===== src/rtl/flp_shift_if.sv =====
// Operand/result bundle for the constant-distance shift unit.
// The master drives the operands and the slave returns the registered results.
interface flp_shift_if #(
  parameter int INWIDTH  = 32,
  parameter int OUTWIDTH = 32
);
  logic                in_valid;
  logic [INWIDTH-1:0]  shl_i;
  logic [INWIDTH-1:0]  shr_i;
  logic                out_valid;
  logic [OUTWIDTH-1:0] shl_o;
  logic [OUTWIDTH-1:0] shr_o;

  modport master (
    output in_valid, shl_i, shr_i,
    input  out_valid, shl_o, shr_o
  );

  modport slave (
    input  in_valid, shl_i, shr_i,
    output out_valid, shl_o, shr_o
  );
endinterface


===== src/rtl/flp_shift_unit.sv =====
// Two-lane constant shift: left pad-shift and right jam-shift, one cycle of latency, no backpressure.
// FLP_SHIFTS_JAM_EN: when defined, shifted-out right-lane bits are ORed into shr_o[0].
module flp_shift_unit #(
  parameter int INWIDTH  = 32,
  parameter int OUTWIDTH = 32,
  parameter int SHAMT    = 8
) (
  input  logic         clk,
  input  logic         rst,
  flp_shift_if.slave   io
);
  localparam int WMAX = (INWIDTH > OUTWIDTH) ? INWIDTH : OUTWIDTH;
  localparam int WL   = WMAX + SHAMT;

  logic [OUTWIDTH-1:0] shl_d;
  logic [OUTWIDTH-1:0] shr_d;
`ifdef FLP_SHIFTS_JAM_EN
  logic                sticky;
`endif

  always_comb begin
    // Widen before shifting so nothing is lost until the final truncation.
    shl_d = OUTWIDTH'(WL'(io.shl_i) << SHAMT);
    shr_d = OUTWIDTH'(WMAX'(io.shr_i) >> SHAMT);
`ifdef FLP_SHIFTS_JAM_EN
    // Mask covers the low SHAMT bits; it saturates to all ones when SHAMT >= WMAX.
    sticky   = |(WMAX'(io.shr_i) & ~({WMAX{1'b1}} << SHAMT));
    shr_d[0] = shr_d[0] | sticky;
`endif
  end

  always_ff @(posedge clk or posedge rst) begin
    if (rst) begin
      io.out_valid <= 1'b0;
      io.shl_o     <= '0;
      io.shr_o     <= '0;
    end else begin
      io.out_valid <= io.in_valid;
      if (io.in_valid) begin
        io.shl_o <= shl_d;
        io.shr_o <= shr_d;
      end
    end
  end
endmodule


===== src/flat_wrapper.sv =====
// flat-port wrapper written by rule: the top's interface ports become plain ports
module flp_shift_unit_flat 
#(
  parameter int INWIDTH  = 32,
  parameter int OUTWIDTH = 32,
  parameter int SHAMT    = 8
)
  (clk, rst, io_in_valid, io_shl_i, io_shr_i, io_out_valid, io_shl_o, io_shr_o);
  flp_shift_if #(.INWIDTH(INWIDTH), .OUTWIDTH(OUTWIDTH)) io_i ();
  input  logic clk;
  input  logic rst;
  input wire logic [$bits(io_i.in_valid)-1:0] io_in_valid;
  input wire logic [$bits(io_i.shl_i)-1:0] io_shl_i;
  input wire logic [$bits(io_i.shr_i)-1:0] io_shr_i;
  output wire logic [$bits(io_i.out_valid)-1:0] io_out_valid;
  output wire logic [$bits(io_i.shl_o)-1:0] io_shl_o;
  output wire logic [$bits(io_i.shr_o)-1:0] io_shr_o;
  assign io_i.in_valid = io_in_valid;
  assign io_i.shl_i = io_shl_i;
  assign io_i.shr_i = io_shr_i;
  assign io_out_valid = io_i.out_valid;
  assign io_shl_o = io_i.shl_o;
  assign io_shr_o = io_i.shr_o;
  flp_shift_unit #(.INWIDTH(INWIDTH), .OUTWIDTH(OUTWIDTH), .SHAMT(SHAMT)) u_core (.clk(clk), .rst(rst), .io(io_i));
endmodule

===== config.mk =====
export PLATFORM = sky130hd
export DESIGN_NAME = flp_shift_unit_flat
export DESIGN_NICKNAME = d
export VERILOG_FILES = /design/src/rtl/flp_shift_if.sv /design/src/rtl/flp_shift_unit.sv /design/src/flat_wrapper.sv
export SDC_FILE = /design/constraint.sdc
export NUM_CORES = 1
export LEC_CHECK = 0
export ABC_CLOCK_PERIOD_IN_PS = 1870
export CAP_MARGIN = 10
export CORE_MARGIN = 2
export CORE_UTILIZATION = 25
export DETAILED_ROUTE_END_ITERATION = 8
export PLACE_DENSITY = 0.68
export RECOVER_POWER = 100
export SLEW_MARGIN = 5
export SYNTH_ARGS = -nofsm -noshare
export SYNTH_HDL_FRONTEND = slang
export SYNTH_SLANG_ARGS = --single-unit

===== constraint.sdc =====
create_clock -name clk -period 1.87 [get_ports clk]
set_clock_uncertainty 0.2 [all_clocks]
set_input_delay 0.561 -clock clk [delete_from_list [all_inputs] [get_ports clk]]
set_output_delay 0.561 -clock clk [all_outputs]
set_load 0.005 [all_outputs]

=== Word-level counts from Yosys, hierarchy flattened ===
Cells that the tools add are included.

* Bits in registers: 49
* Input port bits: 67
* Output and inout bits: 65
* Word-level logic and storage cells: 3

=== Logic depth before layout (Yosys ltp) ===
Gate-level depths: netlist (run 1).

* Depth in word-level cells: 0
* Depth in mapped cells: 3
* Depth with buffers taken out: 1

=== Worst setup path before layout (run 1) ===
OpenSTA, ideal clock, no wires.

* Kind: input to register
* Start: in io_in_valid
* End: reg u_core.io.shl_o[27]
* Library setup time: 0.125 ns
* Arrival time: 1.139 ns
* Data required time: 1.545 ns
* Setup slack: 0.406 ns
* Stages: 3
* Path buffers: 2
* Cell sequence: buf_6 -> buf_6 -> mux2_4

{| class="wikitable"
|+ RTL lines
! item !! RTL line !! RTL
|-
| from (decl) || flat_wrapper.sv:12 || <nowiki>input wire logic [$bits(io_i.in_valid)-1:0] io_in_valid;</nowiki>
|-
| to (signal assigned) || flp_shift_unit.sv:40 || <nowiki>io.shl_o <= shl_d;</nowiki>
|-
| to (decl) || flp_shift_if.sv:21 || <nowiki>output out_valid, shl_o, shr_o</nowiki>
|}

No word-level cell between the ends.

=== Final worst setup path (run 1) ===
* Start: reg u_core.io.shr_o[19]
* End: out io_shr_o[19]

{| class="wikitable"
|+ RTL lines
! item !! RTL line !! RTL
|-
| from (decl) || flp_shift_if.sv:21 ||
|-
| from (signal assigned) || flp_shift_unit.sv:41 || <nowiki>io.shr_o <= shr_d;</nowiki>
|-
| to (decl) || flat_wrapper.sv:17 || <nowiki>output wire logic [$bits(io_i.shr_o)-1:0] io_shr_o;</nowiki>
|}

No word-level cell between the ends.

==> results of run 1 <==
[repair_timing]
action | CTS | global route
setup endpoints to repair | 49 | 0
resized for setup | 49 | 0
setup buffers | 11 | 0
[layer usage]
layer | global-route usage, % | up-vias
li1 | - | 605
met1 | 12.62 | 650
met2 | 14.94 | 76
met3 | 4.976 | 5
met4 | 2.899 | 0
met5 | 0 | -
[registers in the layout (all words and copies together) (netlist names)]
register	flops
u_core.io.shl_o	24
u_core.io.out_valid	1
u_core.io.shr_o	24
[logic make-up (layout without fill, tap and decap cells)]
| logic type | count (synthesis) | count (layout) |
|---|---|---|
| flip-flops | 49 | 49 |
| multiplexers | 48 | 48 |
| buffers and inverters | 22 | 123 |
| other | 1 | 16 |
[stage by stage]
| stage | utilization [%] | instance area (um2) | hold WS [ns] | power (mW) |
|---|---|---|---|---|
| 2_1_floorplan | - | 2073 | 0.3053 | 1.451 |
| 3_3_place_gp | 39.79 | 3090 | 0.2898 | 1.777 |
| 3_5_place_dp | 39.79 | 3090 | 0.2908 | 1.786 |
| 4_1_cts | 41.37 | 3213 | 0.3123 | 2.443 |
| 5_1_grt | 40.06 | 3112 | 0.3147 | 2.493 |
| 6_report | 40.06 | 3112 | 0.2876 | 2.344 |
[power groups by stage]
stage / combinational [mW] / sequential, mW / clock, mW
finish: 0.451 / 1.21 / 0.685
floorplan: 0.206 / 1.25 / 0
global route: 0.496 / 1.22 / 0.773
CTS: 0.512 / 1.21 / 0.719
global placement: 0.544 / 1.23 / 0
detailed placement: 0.548 / 1.24 / 0
[worst min-delay path by stage]
stage                                                from                              end  slack (ns)  cells past startpoint
final                      u_core.io.shr_o[5]$_DFFE_PP0P_   u_core.io.shr_o[5]$_DFFE_PP0P_        0.29                      1
after global routing      u_core.io.shl_o[30]$_DFFE_PP0P_  u_core.io.shl_o[30]$_DFFE_PP0P_        0.31                      1
after CTS                 u_core.io.shl_o[15]$_DFFE_PP0P_  u_core.io.shl_o[15]$_DFFE_PP0P_        0.31                      1
after detailed placement  u_core.io.shr_o[13]$_DFFE_PP0P_  u_core.io.shr_o[13]$_DFFE_PP0P_        0.29                      1
after global placement    u_core.io.shl_o[17]$_DFFE_PP0P_  u_core.io.shl_o[17]$_DFFE_PP0P_        0.29                      1
after floorplan           u_core.io.shl_o[19]$_DFFE_PP0P_  u_core.io.shl_o[19]$_DFFE_PP0P_        0.31                      1
[layout by cell type, fill, tap and decap left out]
master,synthesis,final
clkbuf_8,0,7
dfrtp_1,49,49
dlygate4sd3_1,0,1
clkbuf_1,0,1
mux2_1,0,18
mux2_2,28,28
mux2_4,20,2
buf_12,0,1
clkdlybuf4s50_1,0,48
clkinvlp_4,0,1
buf_4,16,11
clkbuf_2,0,3
conb_1,1,16
dlygate4sd2_1,0,49
clkinv_2,0,1
[area by class of cell]
class	count	area [um2]	area share, %
clock buffers	7	96.34	3.096
well taps	102	127.6	4.101
clock inverters	1	5.005	0.1608
flip-flops and latches	49	1226	39.41
multi-input cells	64	608.1	19.54
inverters	1	7.507	0.2413
repair buffers	114	1041	33.45
[synth_stat cells]
| library cell | number | area share, % |
|---|---|---|
| dfrtp_1 | 49 | 61 |
| mux2_2 | 28 | 16 |
| mux2_4 | 20 | 15 |
| buf_4 | 16 | 6.0 |
| buf_6 | 3 | 1.7 |
| buf_2 | 2 | 0.50 |
| conb_1 | 1 | 0.19 |
| inv_1 | 1 | 0.19 |
==> flow_metrics.env, run 1 <==
export IMPL_r2r_end="u_core.io.shr_o[4]$_DFFE_PP0P_"
export IMPL_crit_required_ns=1.11
export IMPL_p_switching_mw=0.5427
export IMPL_fp_coreArea_mm2=0.007767
export IMPL_fp_dieArea_mm2=0.008786
export IMPL_die_w_um=93.74
export IMPL_final_nets=302
export IMPL_crit_cells=1
export IMPL_crit_buf_inv=1
export IMPL_root_buffer="clkbuf_8"
export IMPL_grt_pass1_wl_mm=6.762
export IMPL_synth_mux_area_share_pct=30.58
export IMPL_antenna_found_initial=0
export IMPL_pin_count=132
export IMPL_cpLargestDelayFamily="flip-flops"
export IMPL_wl_met1_mm=1.745
export IMPL_slowest_delay_ns=0.39
export IMPL_reg2regPathDepth=2
export IMPL_crit_path_end="io_shr_o[19]"
export IMPL_synth_compound_gate_area_share_pct=0
export IMPL_crit_path_end_kind="output port"
export IMPL_p_leak_nw=1.407
export IMPL_hold_path_class="reg -> reg"
export IMPL_synth_seq_cells=49
export IMPL_portBuffers=99
export IMPL_drtIter0Drc=23
export IMPL_antenna_cells=0
export IMPL_dp_hpwl_mm=3.078
export IMPL_drc_errors=0
export IMPL_cts_buffer_depth=2
export IMPL_dr_pass1_iters=3
export IMPL_cts_tree="yes"
export IMPL_rsz0062_at_grt="no"
export IMPL_ys_warn_count=0
export IMPL_swShare_pct=23.15
export IMPL_track_usage_pct=9.957
export IMPL_worst_slack_ns=0.1461
export IMPL_grt_max_degree=31
export IMPL_relSlewSlack_pct=48.41
export IMPL_seq_area_frac_synth_pct=60.91
export IMPL_wl_met2_mm=1.852
export IMPL_outcome="complete, no violations"
export IMPL_cts_made_buffers=5
export IMPL_synthDistinctLibCells=8
export IMPL_maxSlewViolCount=0
export IMPL_start_kind="flop"
export IMPL_pre_cts_slack_ns=0.2549
export IMPL_tightest_slew_ns=0.7738
export IMPL_max_freq_mhz=580.1
export IMPL_clock_sinks=49
export IMPL_worstSetupPathType="reg -> out"
export IMPL_worstPathCellList="dlygate4sd2_1"
export IMPL_cts_hold_buf=0
export IMPL_routed_top_layer="met4"
export IMPL_cpMaxStageDelayCell="dfrtp_1"
export IMPL_synth_fa_ha_area_share_pct=0
export IMPL_gp_congestion=0.6240
export IMPL_power_share_sequential_pct=51.5
export IMPL_syn_inst=120
export IMPL_critPathLaunch="u_core.io.shr_o[19]$_DFFE_PP0P_"
export IMPL_synthXorXnorAreaFrac_pct=0
export IMPL_first_global_vias=1386
export IMPL_syn2layout_area_growth_pct=54.57
export IMPL_combPwrFrac_pct=19.2
export IMPL_clock_power_share_pct=29.2
export IMPL_wl_met3_um=541
export IMPL_path_max_fanout=2
export IMPL_drtAntennaViolNets=0
export IMPL_drv_cap=0
export IMPL_finalSetupTns_ns=0
export IMPL_hold_violations=0
export IMPL_clkTransAtPathRegs_ns=0.09
export IMPL_fp_dieH_um=93.74
export IMPL_h_tree_depth=2
export IMPL_final_layout_size_suffix_gt1_share_pct=22.88
export IMPL_vias=1336
export IMPL_worstReg2RegStart="u_core.io.shr_o[4]$_DFFE_PP0P_"
export IMPL_clkLatencyLatePin_ns=0.29
export IMPL_overflow=0
export IMPL_period_share_pct=92.19
export IMPL_syn_area_mm2=0.002013
export IMPL_viasPerCell=3.953
export IMPL_irDropWorstVdd_mv=0.2538
export IMPL_post_route_min_period_ns=1.724
export IMPL_synth_top_family_by_area="multiplexers"
export IMPL_wl_per_cell_um=12.40
export IMPL_start_util_pct=25.92
export IMPL_r2r_setup_slack_ns=0.77
export IMPL_routed_wl_mm=4.191
export IMPL_cp_arrival_ns=0.96
export IMPL_power_per_cell_area_mw_per_mm2=753.4
export IMPL_dp_cells=319
export IMPL_avgSynthCellArea_um2=16.78
export IMPL_internal_power_mw=1.802
export IMPL_synthSimpleGateAreaFrac_pct=0
export IMPL_finalNonFillerCells=338
export IMPL_rows=32
export IMPL_setup_violations_final=0
export IMPL_fill_cells=799
(Power assumes the default switching activity.)
==> run 2: changes to the inputs <==
CORE_MARGIN = 4   (was 2)
CTS_CLUSTER_DIAMETER = 40   (was not set)
==> run 2 against run 1 <==
  * Cell area is 1.9% lower
  * Combinational power shrank 3%
  * First-iteration DRC count rose by 17%
  * Clock power is 13% lower
  * Total power decreased by 4.5%
  * Count of clock-buffer cells in the layout shrank 1
  * Sequential power barely moved
  * Worst hold slack worse by 0.0027 ns
  * Sequential share of layout area rose by 0.76 points
  * Sequential cell count unchanged
  * Critical endpoint is now io_shl_o[17]
  * Wire length grew 2.0%
==> flow_metrics.env, run 2 (same netlist as run 1, synthesis figures left out) <==
export IMPL_outcome="complete, no violations"
export IMPL_r2r_setup_slack_ns=0.77
export IMPL_portBuffers=99
export IMPL_viasPerCell=3.922
export IMPL_start_util_pct=25.92
export IMPL_utilization_pct=39.30
export IMPL_crit_required_ns=1.11
export IMPL_max_freq_mhz=584.3
export IMPL_drtAntennaViolNets=0
export IMPL_grt_max_degree=28
export IMPL_cpMaxStageDelayCell="dfrtp_1"
export IMPL_fp_coreArea_mm2=0.007767
export IMPL_whs_path_depth=1
export IMPL_worstPathCellList="dlygate4sd2_1"
export IMPL_fp_dieArea_mm2=0.009552
export IMPL_top_regs="u_core.io.shl_o (24), u_core.io.shr_o (24), u_core.io.out_valid (1)"
export IMPL_track_usage_pct=9.425
export IMPL_grt_pass1_wl_mm=7.355
export IMPL_start_kind="flop"
export IMPL_crit_path_end_kind="output port"
export IMPL_crit_cells=1
export IMPL_power_per_cell_area_mw_per_mm2=733.7
export IMPL_first_global_vias=1436
export IMPL_worstReg2RegStart="u_core.io.shr_o[0]$_DFFE_PP0P_"
export IMPL_finalSetupTns_ns=0
export IMPL_gp_congestion=0.6557
export IMPL_final_layout_size_suffix_gt1_share_pct=20.78
export IMPL_cts_buffer_depth=2
export IMPL_reg2regPathDepth=2
export IMPL_tightest_slew_ns=0.6522
export IMPL_die_w_um=97.74
export IMPL_clkLatencyLatePin_ns=0.29
export IMPL_hold_violations=0
export IMPL_vias=1306
export IMPL_setup_violations_final=0
export IMPL_overflow=0
export IMPL_syn2layout_area_growth_pct=51.65
export IMPL_h_tree_depth=2
export IMPL_dp_hpwl_mm=3.326
export IMPL_rows=32
export IMPL_slowest_delay_ns=0.39
export IMPL_hold_path_class="reg -> reg"
export IMPL_drtIter0Drc=27
export IMPL_cpLargestDelayFamily="flip-flops"
export IMPL_drv_cap=0
export IMPL_path_max_fanout=2
export IMPL_wl_per_cell_um=12.83
export IMPL_cts_tree="yes"
export IMPL_pin_count=132
export IMPL_worstSetupPathType="reg -> out"
export IMPL_dr_pass1_iters=2
export IMPL_cts_made_buffers=5
export IMPL_crit_buf_inv=1
export IMPL_hold_end="u_core.io.shr_o[11]$_DFFE_PP0P_"
export IMPL_r2r_end="u_core.io.shr_o[0]$_DFFE_PP0P_"
export IMPL_relSlewSlack_pct=56.52
export IMPL_irDropWorstVdd_mv=0.2816
export IMPL_rsz0062_at_grt="no"
export IMPL_period_share_pct=91.52
export IMPL_post_route_min_period_ns=1.711
export IMPL_antenna_found_initial=0
export IMPL_layout_common_cells="49 x dlygate4sd2_1, 49 x dfrtp_1, 48 x clkdlybuf4s50_1"
export IMPL_drc_errors=0
export IMPL_min_from="u_core.io.shr_o[11]$_DFFE_PP0P_"
export IMPL_final_area_mm2=0.003053
export IMPL_clkTransAtPathRegs_ns=0.09
export IMPL_root_buffer="clkbuf_8"
export IMPL_clock_sinks=49
export IMPL_final_nets=297
export IMPL_antenna_cells=0
export IMPL_cp_arrival_ns=0.95
export IMPL_fp_dieH_um=97.74
export IMPL_p_leak_nw=1.373
export IMPL_dpl_cell_area_mm2=0.003103
export IMPL_routed_wl_mm=4.274
export IMPL_maxSlewViolCount=0
[run 2: changes by cell type in the layout (fill, tap and decap cells not counted), sizes merged]
| cell | change |
|---|---|
| buf | -4 |
| clkbuf | -2 |
| clkinv | +1 |
[run 2: through the flow]
stage	cells	hold slack, ns	worst slack [ns]	power (mW)
after floorplan	135	0.3053	0.4055	1.451
after global placement	319	0.2890	0.2642	1.782
after detailed placement	319	0.2926	0.2477	1.793
after CTS	333	0.3110	0.1324	2.349
after global routing	333	0.3039	0.09458	2.382
final	333	0.2849	0.1585	2.240
[run 2: worst max-delay path by stage]
stage	startpoint	end	slack [ns]
after detailed placement	io_in_valid	u_core.io.shl_o[22]$_DFFE_PP0P_	0.25
after CTS	u_core.io.shr_o[9]$_DFFE_PP0P_	io_shr_o[9]	0.13
after floorplan	io_in_valid	u_core.io.shl_o[27]$_DFFE_PP0P_	0.41
after global placement	u_core.io.shl_o[28]$_DFFE_PP0P_	io_shl_o[28]	0.26
final	u_core.io.shl_o[17]$_DFFE_PP0P_	io_shl_o[17]	0.16
after global routing	u_core.io.shr_o[15]$_DFFE_PP0P_	io_shr_o[15]	0.09
[run 2: where the power goes]
group | switching, mW | internal [mW]
clock network | 0.334 | 0.260
logic | 0.147 | 0.291
registers | 0.0445 | 1.16
total | 0.526 | 1.71
[run 2: layout make-up]
class	instances	area, um2
multi-input combinational	64	608.1
inverter	1	5.005
tap	102	127.6
fill	772	4715
sequential	49	1226
timing repair buffer	109	1003
clock buffer	6	72.57
clock inverter	2	10.01
[run 2: routing by layer]
layer	up-vias	track usage, %	part of all wire, %
met3	4	3.429	7.6
met2	66	15.02	48
li1	596	-	-
met1	640	12.28	44
met5	-	0	0
met4	0	2.236	0.68
[run 2: worst register-to-register path, delay by kind of cell (launching register included)]
kind | cells | cell delay, ns
buf+inv | 1 | 0.13
mux | 1 | 0.28
flops | 1 | 0.38
[run 2: repair_timing]
item	CTS	global route
setup endpoints to repair	49	0
buffers inserted	6	0
hold buffers	0	0
resized for setup	49	0
==> run 3: changes to the inputs <==
SETUP_SLACK_MARGIN = 0.15   (was not set)
==> run 3 against run 2 <==
  * Worst hold slack better by 0.0068 ns
  * Setup slack got worse by 0.011 ns
  * Clock power is essentially flat
  * Count of clock-buffer cells in the layout unchanged
  * Via count is 3.1% higher
  * First-iteration DRC count down 26%
  * Critical path type unchanged
  * Highest routed layer unchanged
==> flow_metrics.env, run 3 (same netlist as run 1, synthesis figures left out) <==
export IMPL_drc_errors=0
export IMPL_relSlewSlack_pct=56.27
export IMPL_max_freq_mhz=580.5
export IMPL_root_buffer="clkbuf_8"
export IMPL_start_util_pct=25.92
export IMPL_drtIter0Drc=20
export IMPL_final_layout_size_suffix_gt1_share_pct=24.07
export IMPL_h_tree_depth=2
export IMPL_clkLatencyLatePin_ns=0.29
export IMPL_viasPerCell=3.924
export IMPL_fp_coreArea_mm2=0.007767
export IMPL_syn2layout_area_growth_pct=58.36
export IMPL_tightest_slew_ns=0.6559
export IMPL_post_route_min_period_ns=1.723
export IMPL_portBuffers=99
export IMPL_overflow=0
export IMPL_fill_cells=750
export IMPL_crit_required_ns=1.11
export IMPL_p_leak_nw=1.347
export IMPL_grt_max_degree=28
export IMPL_worstSetupPathType="reg -> out"
export IMPL_fp_dieArea_mm2=0.009552
export IMPL_crit_path_end_kind="output port"
export IMPL_path_max_fanout=2
export IMPL_fp_dieH_um=97.74
export IMPL_cts_tree="yes"
export IMPL_vias=1346
export IMPL_hold_violations=0
export IMPL_gp_congestion=0.6557
export IMPL_outcome="complete, no violations"
export IMPL_cpLargestDelayFamily="flip-flops"
export IMPL_slowest_delay_ns=0.40
export IMPL_worstPathCellList="clkdlybuf4s25_1"
export IMPL_cpMaxStageDelayCell="dfrtp_1"
export IMPL_layout_area_seq_mm2=0.001226
export IMPL_final_nets=307
export IMPL_clock_sinks=49
export IMPL_power_per_cell_area_mw_per_mm2=725.1
export IMPL_dr_pass1_iters=2
export IMPL_rsz0062_at_grt="yes"
export IMPL_grt_pass1_wl_mm=7.431
export IMPL_crit_buf_inv=1
export IMPL_multi_input_area_um2=608.1
export IMPL_drtAntennaViolNets=0
export IMPL_die_w_um=97.74
export IMPL_hold_path_class="reg -> reg"
export IMPL_finalNonFillerCells=343
export IMPL_top_regs="u_core.io.shl_o (24), u_core.io.shr_o (24), u_core.io.out_valid (1)"
export IMPL_final_common_cell="dfrtp_1"
export IMPL_irDropWorstVdd_mv=0.2812
export IMPL_hold_slack_ns=0.2918
export IMPL_dp_cells=319
export IMPL_rows=32
export IMPL_layout_common_cells="49 x dfrtp_1, 48 x clkdlybuf4s50_1, 48 x clkdlybuf4s25_1"
export IMPL_track_usage_pct=9.515
export IMPL_wl_per_cell_um=12.68
export IMPL_start_kind="flop"
export IMPL_maxSlewViolCount=0
export IMPL_period_share_pct=92.12
export IMPL_cts_buffer_depth=2
export IMPL_cts_made_buffers=5
export IMPL_antenna_found_initial=0
export IMPL_antenna_cells=0
export IMPL_pin_count=132
export IMPL_clkTransAtPathRegs_ns=0.09
export IMPL_routed_wl_mm=4.349
export IMPL_dp_hpwl_mm=3.326
export IMPL_first_global_vias=1463
export IMPL_drv_cap=0
export IMPL_setup_violations_final=0
export IMPL_finalSetupTns_ns=0
export IMPL_cp_arrival_ns=0.96
## run 3: worst paths after layout
path	start	cells past startpoint	slack, ns	endpoint
worst max-delay path	u_core.io.shl_o[17]$_DFFE_PP0P_	1	0.15	io_shl_o[17]
max in group asynchronous	rst	3	0.27	u_core.io.shl_o[12]$_DFFE_PP0P_
worst min-delay path	u_core.io.shr_o[13]$_DFFE_PP0P_	1	0.29	u_core.io.shr_o[13]$_DFFE_PP0P_
worst max register to register	u_core.io.shr_o[0]$_DFFE_PP0P_	3	0.66	u_core.io.shr_o[0]$_DFFE_PP0P_
worst min register to register	u_core.io.shr_o[13]$_DFFE_PP0P_	1	0.29	u_core.io.shr_o[13]$_DFFE_PP0P_
min in group asynchronous	rst	2	0.48	u_core.io.shl_o[26]$_DFFE_PP0P_
## run 3: cell type report
type,count,area share [%]
flip-flops and latches,49,38.46
repair buffers,119,35.71
multi-input cells,64,19.07
well taps,102,4.003
clock buffers,6,2.276
clock inverters,2,0.3140
inverters,1,0.1570
## run 3: where the power goes
part | switching (mW) | internal (mW)
combinational | 0.153 | 0.354
clock | 0.333 | 0.260
sequential | 0.0493 | 1.16
## run 3: stage by stage
step	utilization (%)	setup WS (ns)	power [mW]	cell area, um2
2_1_floorplan	-	0.4055	1.451	2073
3_3_place_gp	39.95	0.2642	1.782	3103
3_5_place_dp	39.95	0.2477	1.793	3103
4_1_cts	41.82	0.1324	2.381	3248
5_1_grt	41.04	0.09050	2.457	3188
6_report	41.04	0.1474	2.312	3188
## run 3: repair_timing
item                                    in CTS  in global routing
buffers inserted                            13                  3
endpoints found under the setup margin      49                 28
hold buffers                                 0                  0
resized for setup                           70                 27
## run 3: metal layers
| metal | wire (um) | GRT usage (%) | vias up | part of all wire (%) |
|---|---|---|---|---|
| li1 | - | - | 613 | - |
| met1 | 1891 | 12.37 | 663 | 43 |
| met2 | 2108 | 15.23 | 66 | 48 |
| met3 | 318 | 3.429 | 4 | 7.3 |
| met4 | 29 | 2.236 | 0 | 0.67 |
| met5 | 0 | 0 | - | 0 |
